[src/rtl/regfile_param_if.sv]
// ---------------------------------------------------------------------------
// regfile_param_if
// Bundles the register file's write, reservation and read signals so the
// decode/writeback side (master) and the register file (slave) can be wired
// with a single port.
//
// Parameters: DATA_WIDTH (bits per register), ADDR_WIDTH (index width),
//             NUM_READ (number of read ports).
// Signals:
//   ctrl_writeEn / ctrl_writeReg / data_writeReg : writeback strobe, index, data
//   ctrl_reserveEn / ctrl_reserveReg             : mark a register busy at issue
//   ctrl_readReg   : packed read indices, port i at [i*ADDR_WIDTH +: ADDR_WIDTH]
//   data_readReg   : packed read data,    port i at [i*DATA_WIDTH +: DATA_WIDTH]
//   busy_readReg   : busy bit of each read port's register
//   busy_any       : OR of busy_readReg
// ---------------------------------------------------------------------------
interface regfile_param_if #(
    parameter int DATA_WIDTH = 32,
    parameter int ADDR_WIDTH = 5,
    parameter int NUM_READ   = 2
);
    logic                           ctrl_writeEn;
    logic [ADDR_WIDTH-1:0]          ctrl_writeReg;
    logic [DATA_WIDTH-1:0]          data_writeReg;
    logic                           ctrl_reserveEn;
    logic [ADDR_WIDTH-1:0]          ctrl_reserveReg;
    logic [NUM_READ*ADDR_WIDTH-1:0] ctrl_readReg;
    logic [NUM_READ*DATA_WIDTH-1:0] data_readReg;
    logic [NUM_READ-1:0]            busy_readReg;
    logic                           busy_any;

    // Pipeline side: drives requests, observes read results.
    modport master (
        output ctrl_writeEn, ctrl_writeReg, data_writeReg,
        output ctrl_reserveEn, ctrl_reserveReg, ctrl_readReg,
        input  data_readReg, busy_readReg, busy_any
    );

    // Register file side.
    modport slave (
        input  ctrl_writeEn, ctrl_writeReg, data_writeReg,
        input  ctrl_reserveEn, ctrl_reserveReg, ctrl_readReg,
        output data_readReg, busy_readReg, busy_any
    );
endinterface

[src/rtl/regfile_param.sv]
// ---------------------------------------------------------------------------
// regfile_param
// Parametrised multi-read / single-write register file with a per-register
// busy scoreboard used by the hazard logic to stall on pending writebacks.
// Register 0 is hardwired to zero and can never be marked busy.
//
// Ports:
//   clock      : system clock, all state changes on posedge
//   ctrl_reset : synchronous active-high reset, clears data and busy bits
//   bus        : regfile_param_if.slave (write, reserve and read signals)
//
// Optional build macro: REGFILE_BYPASS_EN
//   Defined   -> a write in flight is forwarded combinationally to any read
//                port addressing the same (non-zero) index.
//   Undefined -> reads show the stored value until the write commits.
// ---------------------------------------------------------------------------
module regfile_param #(
    parameter int DATA_WIDTH = 32,
    parameter int ADDR_WIDTH = 5,
    parameter int NUM_READ   = 2
) (
    input logic            clock,
    input logic            ctrl_reset,
    regfile_param_if.slave bus
);

    localparam int DEPTH = 1 << ADDR_WIDTH;

    generate
        if (NUM_READ < 1 || NUM_READ > 4) begin : g_badNumRead
            $error("regfile_param: NUM_READ must be in 1..4");
        end
    endgenerate

    logic [DATA_WIDTH-1:0] r_regs [DEPTH];
    logic [DEPTH-1:0]      r_busy;

    logic [ADDR_WIDTH-1:0] w_readIdx  [NUM_READ];
    logic [DATA_WIDTH-1:0] w_readData [NUM_READ];
    logic [NUM_READ-1:0]   w_readBusy;

    // Storage and scoreboard update. The reserve assignment comes after the
    // write's busy clear so that a same-index write+reserve leaves the
    // register busy: the newer producer is still outstanding.
    always_ff @(posedge clock) begin
        if (ctrl_reset) begin
            for (int k = 0; k < DEPTH; k++) begin
                r_regs[k] <= '0;
            end
            r_busy <= '0;
        end else begin
            if (bus.ctrl_writeEn && (bus.ctrl_writeReg != '0)) begin
                r_regs[bus.ctrl_writeReg] <= bus.data_writeReg;
                r_busy[bus.ctrl_writeReg] <= 1'b0;
            end
            if (bus.ctrl_reserveEn && (bus.ctrl_reserveReg != '0)) begin
                r_busy[bus.ctrl_reserveReg] <= 1'b1;
            end
        end
    end

    // Zero-latency read ports. Index 0 is forced to zero data / not busy
    // regardless of array contents.
    always_comb begin
        w_readBusy = '0;
        for (int p = 0; p < NUM_READ; p++) begin
            w_readIdx[p]  = bus.ctrl_readReg[p*ADDR_WIDTH +: ADDR_WIDTH];
            w_readData[p] = (w_readIdx[p] == '0) ? '0 : r_regs[w_readIdx[p]];
            w_readBusy[p] = (w_readIdx[p] == '0) ? 1'b0 : r_busy[w_readIdx[p]];
`ifdef REGFILE_BYPASS_EN
            // Forward the in-flight write; busy is clear unless the same
            // register is being re-reserved in this very cycle.
            if (bus.ctrl_writeEn && (bus.ctrl_writeReg != '0) &&
                (w_readIdx[p] == bus.ctrl_writeReg)) begin
                w_readData[p] = bus.data_writeReg;
                w_readBusy[p] = bus.ctrl_reserveEn &&
                                (bus.ctrl_reserveReg == w_readIdx[p]);
            end
`endif
        end
    end

    // Pack per-port results onto the flat output buses.
    always_comb begin
        bus.data_readReg = '0;
        for (int p = 0; p < NUM_READ; p++) begin
            bus.data_readReg[p*DATA_WIDTH +: DATA_WIDTH] = w_readData[p];
        end
    end

    assign bus.busy_readReg = w_readBusy;
    assign bus.busy_any     = |w_readBusy;

endmodule

[src/flat_wrapper.sv]
// flat-port wrapper written by rule: the top's interface ports become plain ports
module regfile_param_flat 
#(
    parameter int DATA_WIDTH = 32,
    parameter int ADDR_WIDTH = 5,
    parameter int NUM_READ   = 2
)
  (clock, ctrl_reset, bus_ctrl_writeEn, bus_ctrl_writeReg, bus_data_writeReg, bus_ctrl_reserveEn, bus_ctrl_reserveReg, bus_ctrl_readReg, bus_data_readReg, bus_busy_readReg, bus_busy_any);
  regfile_param_if #(.DATA_WIDTH(DATA_WIDTH), .ADDR_WIDTH(ADDR_WIDTH), .NUM_READ(NUM_READ)) bus_i ();
  input logic clock;
  input logic ctrl_reset;
  input wire logic [$bits(bus_i.ctrl_writeEn)-1:0] bus_ctrl_writeEn;
  input wire logic [$bits(bus_i.ctrl_writeReg)-1:0] bus_ctrl_writeReg;
  input wire logic [$bits(bus_i.data_writeReg)-1:0] bus_data_writeReg;
  input wire logic [$bits(bus_i.ctrl_reserveEn)-1:0] bus_ctrl_reserveEn;
  input wire logic [$bits(bus_i.ctrl_reserveReg)-1:0] bus_ctrl_reserveReg;
  input wire logic [$bits(bus_i.ctrl_readReg)-1:0] bus_ctrl_readReg;
  output wire logic [$bits(bus_i.data_readReg)-1:0] bus_data_readReg;
  output wire logic [$bits(bus_i.busy_readReg)-1:0] bus_busy_readReg;
  output wire logic [$bits(bus_i.busy_any)-1:0] bus_busy_any;
  assign bus_i.ctrl_writeEn = bus_ctrl_writeEn;
  assign bus_i.ctrl_writeReg = bus_ctrl_writeReg;
  assign bus_i.data_writeReg = bus_data_writeReg;
  assign bus_i.ctrl_reserveEn = bus_ctrl_reserveEn;
  assign bus_i.ctrl_reserveReg = bus_ctrl_reserveReg;
  assign bus_i.ctrl_readReg = bus_ctrl_readReg;
  assign bus_data_readReg = bus_i.data_readReg;
  assign bus_busy_readReg = bus_i.busy_readReg;
  assign bus_busy_any = bus_i.busy_any;
  regfile_param #(.DATA_WIDTH(DATA_WIDTH), .ADDR_WIDTH(ADDR_WIDTH), .NUM_READ(NUM_READ)) u_core (.clock(clock), .ctrl_reset(ctrl_reset), .bus(bus_i));
endmodule
[config.mk]
export PLATFORM = sky130hd
export DESIGN_NAME = regfile_param_flat
export DESIGN_NICKNAME = d
export VERILOG_FILES = /design/src/rtl/regfile_param_if.sv /design/src/rtl/regfile_param.sv /design/src/flat_wrapper.sv
export SDC_FILE = /design/constraint.sdc
export NUM_CORES = 2
export LEC_CHECK = 0
export BUFFER_PORTS_ARGS = -buffer_cell sky130_fd_sc_hd__buf_2
export CAP_MARGIN = 10
export CORE_MARGIN = 2
export CORE_UTILIZATION = 55
export DETAILED_ROUTE_END_ITERATION = 8
export PLACE_DENSITY = 0.7
export SYNTH_ARGS = -nofsm -noshare
export SYNTH_HDL_FRONTEND = slang
export SYNTH_SLANG_ARGS = --single-unit
[constraint.sdc]
create_clock -name clock -period 5.3 [get_ports clock]
set_clock_uncertainty 0.2 [all_clocks]
set_input_delay 1.59 -clock clock [delete_from_list [all_inputs] [get_ports clock]]
set_output_delay 1.59 -clock clock [all_outputs]
set_load 0.02 [all_outputs]
# Word level (Yosys, flattened, before mapping)
# Memories as Yosys holds them, arrays and structs flattened.
# Cells that the tools add are included.
[op_classes] n_lt_le_gt_ge=6 muxes=23 bitwise_logic=3 reduce_logical=10
[op_table] op="$mux 32" n=6
[op_table] op="$and 32x32->32" n=1
[op_table] op="$not 32->32" n=1
[op_table] op="$or 32x32->32" n=1
[op_table] op="$reduce_or 32->1" n=1
[op_table] op="$lt 5x6->1 const B" n=4
[op_table] op="$mux 1" n=12
[op_table] op="$bmux 1 s5" n=2
[op_table] op="$demux 1 s5" n=2
[op_table] op="$ge 5x1->1 const B" n=2
[op_table] op="$logic_not 5->1" n=2
[op_table] op="$reduce_bool 5->1" n=2
[op_table] op="$mux 5" n=1
[op_table] op="$logic_and 1x1->1" n=4
[op_table] op="$reduce_or 2->1" n=1
[word_totals] regBits=32 ram_bits=1024 input_bits=56 out_inout_bits=67 wordCells=44 n_memories=1
[memory_table] memory="u_core.r_regs" words=32 width=32 rd=2 rd_clocked_by_memory_dff=0 wr=32 line="regfile_param.sv:35" text="logic [DATA_WIDTH-1:0] r_regs [DEPTH];"

# Depth between registers and ports, before layout
[depth] depth_word=10 depth_mapped=9 mapped_depth_nobuf=5

# Least setup slack after synthesis
# OpenSTA, ideal clock, no wires.
[synth_path] path_kind="input -> output" start="in bus_ctrl_readReg[1]" end="out bus_data_readReg[10]" arrival_time_ps=3342 required_time_ps=3510 slack_ps=168 stages=7 n_path_buf=4 path_cell_list="buf_2 -> buf_2 -> buf_1 -> buf_2 -> mux4_2 -> a221oi_1 -> nor3_1"
[synth_between] elab_chain_len=2 word_cells_on_any_way=3 classes_between="mux: 1; reduce/logical: 1; memory: 1"
[synth_rtl] item="from (decl)" line="flat_wrapper.sv:17" text="input wire logic [$bits(bus_i.ctrl_readReg)-1:0] bus_ctrl_readReg;"
[synth_rtl] item="$mem_v2 32x32 / $logic_not 5->1 (equally long branches)"
[synth_rtl] item="$mux 32 (*)" line="regfile_param.sv:68" text="w_readData[p] = (w_readIdx[p] == '0) ? '0 : r_regs[w_readIdx[p]];"
[synth_rtl] item="to (decl)" line="flat_wrapper.sv:18" text="output wire logic [$bits(bus_i.data_readReg)-1:0] bus_data_readReg;"
# Mark *: on every way between the ends. The rest lies on a longest branch, timed or not.

# Worst setup path in the final report
[layout_path] start="in bus_ctrl_readReg[5]" end="out bus_data_readReg[51]"
# Same word-level chain as after synthesis.

==> metrics.txt <==
period utilisation layout 102%; Crit Path Category in2out; 1st-iter DRT viols 6110; GRT overflow 0; clock sink total 1056; clock latency on the worst-skew pair between 700 and 800 ps; Critical Path Sink Type output port; share of synthesized registers carrying an async set or reset 0%; commonest non-fill, non-tap cells in the layout edfxtp_1, and2_1, mux4_2, buf_4, clkbuf_16; max frequency between 150 and 200 MHz; post-synthesis cell count 3592; largest net degree at the start of global routing 52; final std cells w/o fill around 5300; DPL Wire Length 117000 um; worst-margin pin slew 1050 ps; clk slew on worst S/H paths about 60 ps; final hold vios 0; Crit path arrival time 3620 ps; layout cells sized above 1 between 30% and 40%; worst reg2reg setup slack 4420 ps; Synth Area per Inst 15.6 um2; R2R cell count 2; initial antenna violation count 20; io pins 123; Max Fanout on Critical Path 7; synth unique cells 45; failing checks negative setup slack; core footprint 101000 um2; CP startpoint kind input port; Vias/cell between 7 and 8; # setup viols final 26; prevailing post-synth register cell edfxtp_1; unrepaired setup endpoints after global routing yes; status complete, but fails checks; GRT Resource Usage Total a little under two fifths; Die X between 300 and 400 um; H-tree depth 3; Post-synth EDFFs 1024; Post-Syn Area ~56000 um2; Die ar. ~100000 um2; leakage power 23.8 nW; maximum clock insertion buffer count 3; Flop pwr share 47.5%; GP Congestion 0.952; area growth from synthesis to final layout 19.7%; slew margin rel. 29.4%; Final Max Tran Viols 0; Root Driver clkbuf_16; vias 37700; CP required ~3500 ps; Pre-Repair DR Iteration Count 5; fin worst setup slack -106 ps; post-layout util 66.1%; r2r endpoint u_core.r_busy[29]; die height about 320 um; vias in the first global route 37900; Initial Utilization 55.2%; power per cell area 310 nW/um2; DRC 0; Seq/Total Area, Yosys 56.0%; IO buf count ~120; worst min-delay path class reg2reg; first-pass GRT wire length 273000 um; post-synthesis register bit count 1056; post-route ant nets 0; Setup TNS -979 ps; maxcap violations 0; Final nets 3921; Pint 15.5 mW; Cells after DPL around 5000; Synth warnings 0; std cell rows between 100 and 150; Tmin final about 5400 ps; post-cts hold buffer count 0; total CTS buffers 110; CTS tree done; Comb power frac 15.1%; Net Sw Frac roughly a quarter; drt total wl ~200000 um; Crit. Startpoint bus_ctrl_readReg[5]; Routed WL per cell 36.7 um; most common cell after layout, fill and taps aside edfxtp_1; switching power total 5.31 mW; RR Startpoint u_core.r_busy[29]; worst setup path endpoint bus_data_readReg[51]; Clk pwr share 37.3%; worst vdd ir about 250 uV
[critical path: stages]
cell,delay [ps]
buf_16,170
buf_16,180
buf_12,150
mux4_2,540
mux4_2,570
nand2_1,110
o21ai_1,90
buf_4,180
[routing by layer]
| layer | global-route usage, % | vias to the layer above | part of all wire (%) |
|---|---|---|---|
| li1 | - | 14400 | - |
| met1 | 49.8 | 19300 | 34 |
| met2 | 56.8 | 3336 | 46 |
| met3 | 12.9 | 637 | 15 |
| met4 | 17.0 | 18 | 5.0 |
| met5 | 0 | - | 0.059 |
[through the flow]
| step | power (mW) | area, um2 | hold slack, ps | worst slack [ps] |
|---|---|---|---|---|
| after CTS | 20.5 | 66100 | 291 | -77.6 |
| after global routing | 21.2 | 67000 | 318 | -98.1 |
| after global placement | 12.6 | 60700 | 262 | -375 |
| after floorplan | 11.5 | 56100 | 252 | 168 |
| final | 20.8 | 67100 | 297 | -106 |
| after detailed placement | 12.7 | 60700 | 281 | -400 |
[flip-flops by register name, indices dropped and copies added (netlist names)]
signal	count
u_core.r_busy	32
u_core.r_regs	1024
[layout make-up]
| cell class | count | area [um2] |
|---|---|---|
| multi-input combinational | 2117 | 23900 |
| inverter | 68 | 263 |
| sequential | 1056 | 31400 |
| tap | 1368 | 1710 |
| timing repair buffer | 512 | 6210 |
| clock inverter | 66 | 659 |
| clock buffer | 137 | 2850 |
| fill | 6722 | 34400 |
| antenna | 12 | 30.0 |
[power by group through the flow]
stage / registers [mW] / logic (mW) / clock network [mW]
finish: 9.87 / 3.14 / 7.75
global route: 9.90 / 3.21 / 8.07
detailed placement: 10.0 / 2.68 / 0
floorplan: 9.92 / 1.61 / 0
global placement: 9.97 / 2.65 / 0
CTS: 9.85 / 2.92 / 7.75
[logic make-up after synthesis]
| group | synth area share, % |
|---|---|
| compound gates | 2.67 |
| mux | 25.3 |
| flops | 56.0 |
| simple gates | 12.6 |
| buf+inv | 3.40 |
| other cells | 0.00669 |
[synthesized netlist by cell type, types with 4 or more instances]
master | instances | area [um2]
a21o_1 | 29 | 218
mux2i_1 | 103 | 1030
nor3_1 | 38 | 190
dfxtp_1 | 32 | 641
nand2_1 | 53 | 199
buf_2 | 87 | 435
mux4_2 | 559 | 12600
or3_1 | 7 | 43.8
o21ai_0 | 13 | 65.1
and2_1 | 993 | 6210
nor2b_1 | 4 | 25.0
a221oi_1 | 46 | 403
mux2_2 | 50 | 563
a21oi_1 | 5 | 25.0
o221ai_1 | 48 | 420
nor3b_1 | 4 | 30.0
o21ai_1 | 32 | 160
buf_4 | 14 | 105
buf_6 | 7 | 78.8
edfxtp_1 | 1024 | 30700
buf_1 | 24 | 90.1
inv_1 | 68 | 255
nor2_1 | 51 | 191
o22ai_1 | 16 | 100
clkbuf_1 | 250 | 938
[worst min-delay path by stage]
| stage | start | to | slack [ps] | depth (start not counted) |
|---|---|---|---|---|
| floorplan | u_core.r_busy[18] | u_core.r_busy[18] | 250 | 2 |
| global placement | u_core.r_busy[9] | u_core.r_busy[9] | 260 | 2 |
| detailed placement | u_core.r_busy[16] | u_core.r_busy[16] | 280 | 2 |
| CTS | u_core.r_busy[16] | u_core.r_busy[16] | 290 | 2 |
| global route | u_core.r_busy[28] | u_core.r_busy[28] | 320 | 2 |
| finish | u_core.r_busy[28] | u_core.r_busy[28] | 300 | 2 |
[repair_timing]
item	in CTS	in global routing
pin swaps	17	25
gates resized for setup	193	171
gates cloned	24	6
buffers inserted	37	22
hold endpoints to repair	0	0
setup endpoints to repair	67	65
No activity file was read; power rests on OpenSTA's default activity.
